File: src/rtl/x25519_pkg.sv
// x25519_pkg
//   Shared constants and types for the X25519 add/subtract datapath.
//   X25519_P      : field prime 2^255 - 19
//   X25519_TWO_P  : 2p = 2^256 - 38. Adding it to a subtraction keeps the
//                   unreduced result non-negative.
//   X25519_WIDTH  : default datapath width. It leaves headroom above 257 bits
//                   and splits evenly into 66-bit limbs.
//   x25519_mode_t : per-operation mode select.
package x25519_pkg;

  localparam int X25519_WIDTH = 264;

  localparam logic [255:0] X25519_P     = (256'd1 << 255) - 256'd19;
  localparam logic [255:0] X25519_TWO_P = X25519_P << 1;

  typedef enum logic {
    ADD = 1'b0,
    SUB = 1'b1
  } x25519_mode_t;

endpackage

File: src/rtl/x25519_limb_adder.sv
// x25519_limb_adder
//   Registered three-input limb adder. It forms one pipeline stage of the
//   add/subtract unit. Three full limbs plus a carry of up to 3 give at most
//   3*2^LIMB_WIDTH. That value always fits in LIMB_WIDTH + 2 bits, so a 2-bit
//   carry-out is enough.
// Ports
//   clk        : clock, posedge
//   rst_n      : synchronous active-low reset; clears sum and carry_out
//   en         : capture a new sum this cycle; otherwise the registers hold
//   x, y, z    : limb operands
//   carry_in   : 2-bit carry from the previous stage (or the +1 of a subtract)
//   sum        : registered low LIMB_WIDTH bits of the total
//   carry_out  : registered top 2 bits of the total
module x25519_limb_adder
  import x25519_pkg::*;
#(
  parameter int LIMB_WIDTH = 66
) (
  input  logic                  clk,
  input  logic                  rst_n,
  input  logic                  en,
  input  logic [LIMB_WIDTH-1:0] x,
  input  logic [LIMB_WIDTH-1:0] y,
  input  logic [LIMB_WIDTH-1:0] z,
  input  logic [1:0]            carry_in,
  output logic [LIMB_WIDTH-1:0] sum,
  output logic [1:0]            carry_out
);

  localparam int TW = LIMB_WIDTH + 2;

  logic [TW-1:0] total;

  always_comb begin
    total = TW'(x) + TW'(y) + TW'(z) + TW'(carry_in);
  end

  always_ff @(posedge clk) begin
    if (!rst_n) begin
      sum       <= '0;
      carry_out <= '0;
    end else if (en) begin
      sum       <= total[LIMB_WIDTH-1:0];
      carry_out <= total[TW-1:LIMB_WIDTH];
    end
  end

endmodule

File: src/rtl/x25519_addsub_pipe.sv
// x25519_addsub_pipe
//   Limb-pipelined modular add/subtract unit.
//     mode = ADD : out = (a + b)            mod 2^WIDTH
//     mode = SUB : out = (a + ~b + 1 + BIAS) mod 2^WIDTH   (= a - b + 2p)
//   Stage k adds limb k of (a, b or ~b, BIAS or 0) plus the carry from stage k-1.
//   The skew registers delay the upper operand limbs so they reach their stage
//   together with that stage's carry. The deskew registers delay each finished
//   lower result limb so that all limbs appear on out in the same cycle.
//   The latency is NUM_LIMBS cycles.
// Handshake
//   This is a valid-only stream with no backpressure. An op is accepted on
//   every posedge where en=1 and rst_n=1. out_valid is en delayed by exactly
//   NUM_LIMBS cycles. Each result is presented for a single cycle.
//   out and tag_out hold their last value while out_valid=0.
// Ports
//   clk, rst_n      : clock, synchronous active-low reset (clears every register)
//   en, mode        : issue strobe and operation select (0 add, 1 subtract)
//   a, b            : WIDTH-bit operands
//   tag_in          : opaque tag that travels with the op
//   out_valid, out  : result strobe and result
//   tag_out         : tag of the op whose result is on out
module x25519_addsub_pipe
  import x25519_pkg::*;
#(
  parameter int               WIDTH      = X25519_WIDTH,
  parameter int               LIMB_WIDTH = 66,
  parameter logic [WIDTH-1:0] BIAS       = WIDTH'(X25519_TWO_P),
  parameter int               TAG_WIDTH  = 8
) (
  input  logic                 clk,
  input  logic                 rst_n,
  input  logic                 en,
  input  logic                 mode,
  input  logic [WIDTH-1:0]     a,
  input  logic [WIDTH-1:0]     b,
  input  logic [TAG_WIDTH-1:0] tag_in,
  output logic                 out_valid,
  output logic [WIDTH-1:0]     out,
  output logic [TAG_WIDTH-1:0] tag_out
);

  localparam int NUM_LIMBS = WIDTH / LIMB_WIDTH;
  localparam int LW        = LIMB_WIDTH;

  // Element 0 of each chain is the input side and element NUM_LIMBS is the
  // output side. en_chain[k] is therefore the update enable of stage k.
  logic [NUM_LIMBS-1:0]                valid_q;
  logic [NUM_LIMBS:0]                  en_chain;
  logic [NUM_LIMBS-1:0][TAG_WIDTH-1:0] tag_q;
  logic [NUM_LIMBS:0][TAG_WIDTH-1:0]   tag_chain;
  logic [NUM_LIMBS-1:0][1:0]           carry;
  logic [NUM_LIMBS-1:0][LW-1:0]        res_limbs;
  logic                                unused_carry;

  assign en_chain  = {valid_q, en};
  assign tag_chain = {tag_q, tag_in};
  assign out_valid = en_chain[NUM_LIMBS];
  assign tag_out   = tag_chain[NUM_LIMBS];
  assign out       = res_limbs;

  // The carry out of the top limb falls outside the modulus.
  assign unused_carry = ^carry[NUM_LIMBS-1];

  always_ff @(posedge clk) begin
    if (!rst_n) begin
      valid_q <= '0;
      tag_q   <= '0;
    end else begin
      for (int k = 0; k < NUM_LIMBS; k++) begin
        valid_q[k] <= en_chain[k];
        // The tag stage moves only with a valid op, so tag_out holds during bubbles.
        if (en_chain[k]) tag_q[k] <= tag_chain[k];
      end
    end
  end

  for (genvar j = 0; j < NUM_LIMBS; j++) begin : g_limb
    logic          mode_l;
    logic [LW-1:0] a_l, b_l, y_l, z_l, sum_l;
    logic [1:0]    cin_l;

    if (j == 0) begin : g_direct
      assign {mode_l, a_l, b_l} = {mode, a[LW-1:0], b[LW-1:0]};
      // A subtract forms -b as ~b + 1. The +1 enters here as the carry-in.
      assign cin_l = {1'b0, mode_l};
    end else begin : g_skew
      // Delay line of depth j for {mode, a limb, b limb}.
      logic [j-1:0][2*LW:0] sk_q;
      logic [j:0][2*LW:0]   sk_chain;
      assign sk_chain = {sk_q, {mode, a[j*LW +: LW], b[j*LW +: LW]}};
      always_ff @(posedge clk) begin
        if (!rst_n) begin
          sk_q <= '0;
        end else begin
          for (int d = 0; d < j; d++) begin
            if (en_chain[d]) sk_q[d] <= sk_chain[d];
          end
        end
      end
      assign {mode_l, a_l, b_l} = sk_chain[j];
      assign cin_l = carry[j-1];
    end

    assign y_l = (x25519_mode_t'(mode_l) == SUB) ? ~b_l : b_l;
    assign z_l = (x25519_mode_t'(mode_l) == SUB) ? BIAS[j*LW +: LW] : '0;

    x25519_limb_adder #(
      .LIMB_WIDTH(LW)
    ) u_adder (
      .clk      (clk),
      .rst_n    (rst_n),
      .en       (en_chain[j]),
      .x        (a_l),
      .y        (y_l),
      .z        (z_l),
      .carry_in (cin_l),
      .sum      (sum_l),
      .carry_out(carry[j])
    );

    if (j == NUM_LIMBS - 1) begin : g_last
      assign res_limbs[j] = sum_l;
    end else begin : g_deskew
      // The limb finishes at stage j. Delay it by NUM_LIMBS-1-j so it lines up
      // with the top limb.
      localparam int D = NUM_LIMBS - 1 - j;
      logic [D-1:0][LW-1:0] ds_q;
      logic [D:0][LW-1:0]   ds_chain;
      assign ds_chain = {ds_q, sum_l};
      always_ff @(posedge clk) begin
        if (!rst_n) begin
          ds_q <= '0;
        end else begin
          for (int i = 0; i < D; i++) begin
            if (en_chain[j+1+i]) ds_q[i] <= ds_chain[i];
          end
        end
      end
      assign res_limbs[j] = ds_chain[D];
    end
  end

endmodule

File: config.mk
export PLATFORM = sky130hd
export DESIGN_NAME = x25519_addsub_pipe
export DESIGN_NICKNAME = d
export VERILOG_FILES = /design/src/rtl/x25519_pkg.sv /design/src/rtl/x25519_limb_adder.sv /design/src/rtl/x25519_addsub_pipe.sv
export SDC_FILE = /design/constraint.sdc
export NUM_CORES = 2
export LEC_CHECK = 0
export CELL_PAD_IN_SITES_DETAIL_PLACEMENT = 0
export CELL_PAD_IN_SITES_GLOBAL_PLACEMENT = 1
export CORE_UTILIZATION = 54
export DETAILED_ROUTE_END_ITERATION = 8
export DONT_BUFFER_PORTS = 1
export PLACE_DENSITY = 0.9
export SYNTH_ARGS = -nofsm -noshare
export SYNTH_HDL_FRONTEND = slang
export SYNTH_SLANG_ARGS = --single-unit
File: constraint.sdc
create_clock -name clk -period 23.9 [get_ports clk]
set_input_delay 3.585 -clock clk [delete_from_list [all_inputs] [get_ports clk]]
set_output_delay 3.585 -clock clk [all_outputs]
set_load 0.01 [all_outputs]
==> impl_metrics.ini <==
[setup_path]
crit_slowest_cell = or4b_1
crit_path_max_fanout = 132
cp-end-kind = register
critPathMostFrequentCell = a21oi_1
setup.worst_path.class = primary input to register
critPathArrivalTime_ps = 10040
critPathLaunchType = primary input
crit_required_ps = 24630
slowest_delay_ps = 480
path_cells = xor2_1 -> ha_1 -> a21oi_1 -> nor2_1 -> o21ai_0 -> nand3_1 -> a31oi_1 -> o21ai_1 -> a41oi_1 -> o21ai_0 -> a21oi_1 -> o31ai_1 -> a211oi_1 -> xnor2_1 -> ha_1 -> and2_1 -> a2111oi_0 -> o31ai_1 -> o2111ai_1 -> a21oi_1 -> o21ai_1 -> o21bai_1 -> or4b_1 -> nand3_1

[hold_path]
holdCritPathClass = register to register

[global_routing]
antenna_found_initial = 31
grt_pass1_vias = 61700
globalRouteOverflowTotal = 0
grt_max_degree = 1478
track_usage_pct = 27.2
grt_pass1_wl_um = 356000

[floorplan]
initial_core_util_pct = 54.5
row_count = 147
core_area_mm2 = 0.161
fp.dieW_um = 405
die_h_um = 405
io-pin-count = 813
die_area_mm2 = 0.164

[synthesis]
synth_top_area_cell = dfxtp_1
synthTopCellsByArea = dfxtp_1 34%, mux2i_1 16%, nor2b_1 11%
synth_cell_types = 96
post-synth-top-area-fraction_pct = 34.1
seq_area_frac_synth_pct = 34.1
synth.avg_cell_area_um2 = 9.39
synth-seq-cells = 1497
synth-edff-count = 0
yosys_most_used_dff = dfxtp_1
ys_warn_count = 0
synth_area_mm2 = 0.0878
async_flop_share_pct = 0
syn-num-nets = 10600
synthCells = 9347

[finish]
nNetsFinal = 10100
area_delta_synth_final_pct = 6.17
stdcell_count = 11200
drive_above_1_share_pct = 4.57

[routing]
vias = 63600
wl_per_cell_um = 20.8
drc_errors = 0
vias_per_cell = 5.69
drt-pass1-iter-count = 6
wl_um = 232000
ant_nets = 0
drt_iter0_drc = 4216

[placement]
dp_cells = 10900
io_buffers = 0
gp_congestion = 0.924
dp_hpwl_um = 171000

[sta]
hold_viol_final = 0
fmax_ghz = 0.107
fin_crit_sh_pct = 39.0
setup_viol = 0
clock_skew_ps = 39.2
drv_slew = 159
min_period_ps = 9310
tightest_slew_ps = 2340
setup_tns_ps = 0
maxSlewHeadroom_pct = -56.2
rsz0062_at_grt = no

[clock_tree]
numCtsBuffers = 160
cts_sinks = 1497
clk_pin_slew_ps = 60
htree_num_levels = 4
cts_root_buffer = clkbuf_16
insertion_delay_ps = 820
cts_buffer_depth = 3
cts_setup_buffers = 0
cts_hold_buf = 0
cts_resized = 0
cts_tree = done

[power]
irDropWorstVdd_uv = 75.5
powerDensity_mw_per_mm2 = 71.4
p_leak_uw = 0.0399

[job]
cap_violations = 0

[outcome]
violations = slew limit
status = finished, violations left
## stage by stage
stage | hold slack, ps | total power (µW) | utilization [%] | setup slack, ps | instance area (µm²)
2_1_floorplan | 422 | 3810 | - | 14260 | 87800
3_3_place_gp | 442 | 4120 | 54.5 | 13840 | 87700
3_5_place_dp | 442 | 4130 | 54.5 | 13970 | 87700
4_1_cts | 451 | 6660 | 57.8 | 14800 | 93100
5_1_grt | 476 | 6950 | 57.9 | 14120 | 93200
6_report | 448 | 6650 | 57.9 | 14590 | 93200
## cell usage after synthesis, types with 37 or more instances
cell type,count
o21a_1,46
nand2_1,350
buf_1,123
nor2b_1,1477
inv_1,142
o21ai_1,37
o21ai_0,292
mux2i_1,1398
nor3_1,48
clkbuf_1,398
buf_4,140
mux2_2,56
o21bai_1,72
ha_1,657
xnor2_1,268
a21o_1,305
a21oi_1,505
nor2_1,255
dfxtp_1,1497
nand2b_1,51
nand4_1,91
nand3_1,134
xor2_1,414
and3_1,42
a31oi_1,78
## routing by layer
| layer | GRT usage [%] | up-vias | part of all wire (%) |
|---|---|---|---|
| li1 | - | 31700 | - |
| met1 | 35.1 | 30100 | 45 |
| met2 | 43.7 | 1470 | 45 |
| met3 | 8.03 | 313 | 7.7 |
| met4 | 7.72 | 24 | 2.6 |
| met5 | 0 | - | 0.066 |
## cell families (layout without fill, tap and decap cells)
group	after synthesis	count (layout)	synth area share [%]
buf+inv	813	467	4.09
other cells	0	11	0
compound gates	1640	1640	12.0
mux	1454	1454	16.7
xor+xnor	682	682	6.81
fa+ha+maj	671	671	9.68
simple gates	2590	2590	16.6
flops	1497	1497	34.1
## placed cells by master (no fill, tap or decap), types with 26 or more instances in the layout
master and n:
clkinv_2 31, o21bai_1 72, xnor2_1 268, clkbuf_1 27
a211oi_1 32, and2_1 30, ha_1 657, nand3_1 134
mux2i_1 1398, nand2b_1 51, nor2b_1 1477, o21ai_1 37
and3_1 42, nand4_1 91, o21ai_0 292, o211ai_1 29
o31ai_1 26, mux2_2 56, dfxtp_1 1491, clkbuf_8 31
xor2_1 414, nor2_1 255, clkbuf_16 162, inv_1 142
nand2_1 350, a21o_1 305, a31oi_1 78, nor3_1 48
a21oi_1 505, o21a_1 46
## sequential cells by signal, indices dropped and copies added, names as in the netlist
name                      flops
g_limb.g_deskew.ds_chain    198
g_limb.g_deskew.ds_q         66
tag_out                       8
g_limb.g_skew.sk_q          133
g_limb.g_skew.sk_chain      398
valid_q                       4
out                         132
g_limb.a_l                  132
g_limb.b_l                  132
g_limb.u_adder.carry_out      6
tag_chain                    24
g_limb.u_adder.sum          264
## power breakdown
group | total, µW | internal (µW) | leakage, µW | switching (µW)
logic | 1430 | 590 | 0.0250 | 835
clock network | 2530 | 1430 | 0.00266 | 1100
registers | 2700 | 2610 | 0.0122 | 85.9
total | 6650 | 4630 | 0.0399 | 2020
## worst max-delay path: cells and delay by family
kind | cells | cell delay, ps
adder cells (fa/ha/maj) | 2 | 620
AO/OA/AOI/OAI | 15 | 3930
XOR/XNOR | 2 | 500
AND/OR/NAND/NOR | 5 | 1300
## cell type report
class / count / area (µm²)
Clock inverter: 77 / 813
Inverter: 143 / 537
Multi-Input combinational cell: 7037 / 54200
Sequential cell: 1497 / 30000
Fill cell: 13900 / 67700
Timing Repair Buffer: 27 / 320
Antenna cell: 11 / 27.5
Tap cell: 2160 / 2700
Clock buffer: 220 / 4580
## worst paths after layout
path	startpoint	end	slack, ps	depth (start not counted)
setup / recovery	mode	g_limb[0].u_adder.sum[65]$_SDFFE_PN0P_	14590	24
hold / removal	g_limb[1].u_adder.sum[65]$_SDFFE_PN0P_	g_limb[1].u_adder.sum[65]$_SDFFE_PN0P_	450	2
setup reg to reg	g_limb[2].g_skew.sk_chain[398]$_SDFFE_PN0P_	g_limb[2].u_adder.sum[61]$_SDFFE_PN0P_	15110	30
hold reg to reg	g_limb[1].u_adder.sum[65]$_SDFFE_PN0P_	g_limb[1].u_adder.sum[65]$_SDFFE_PN0P_	450	2
Note: power is estimated with default switching activity, not from simulation.
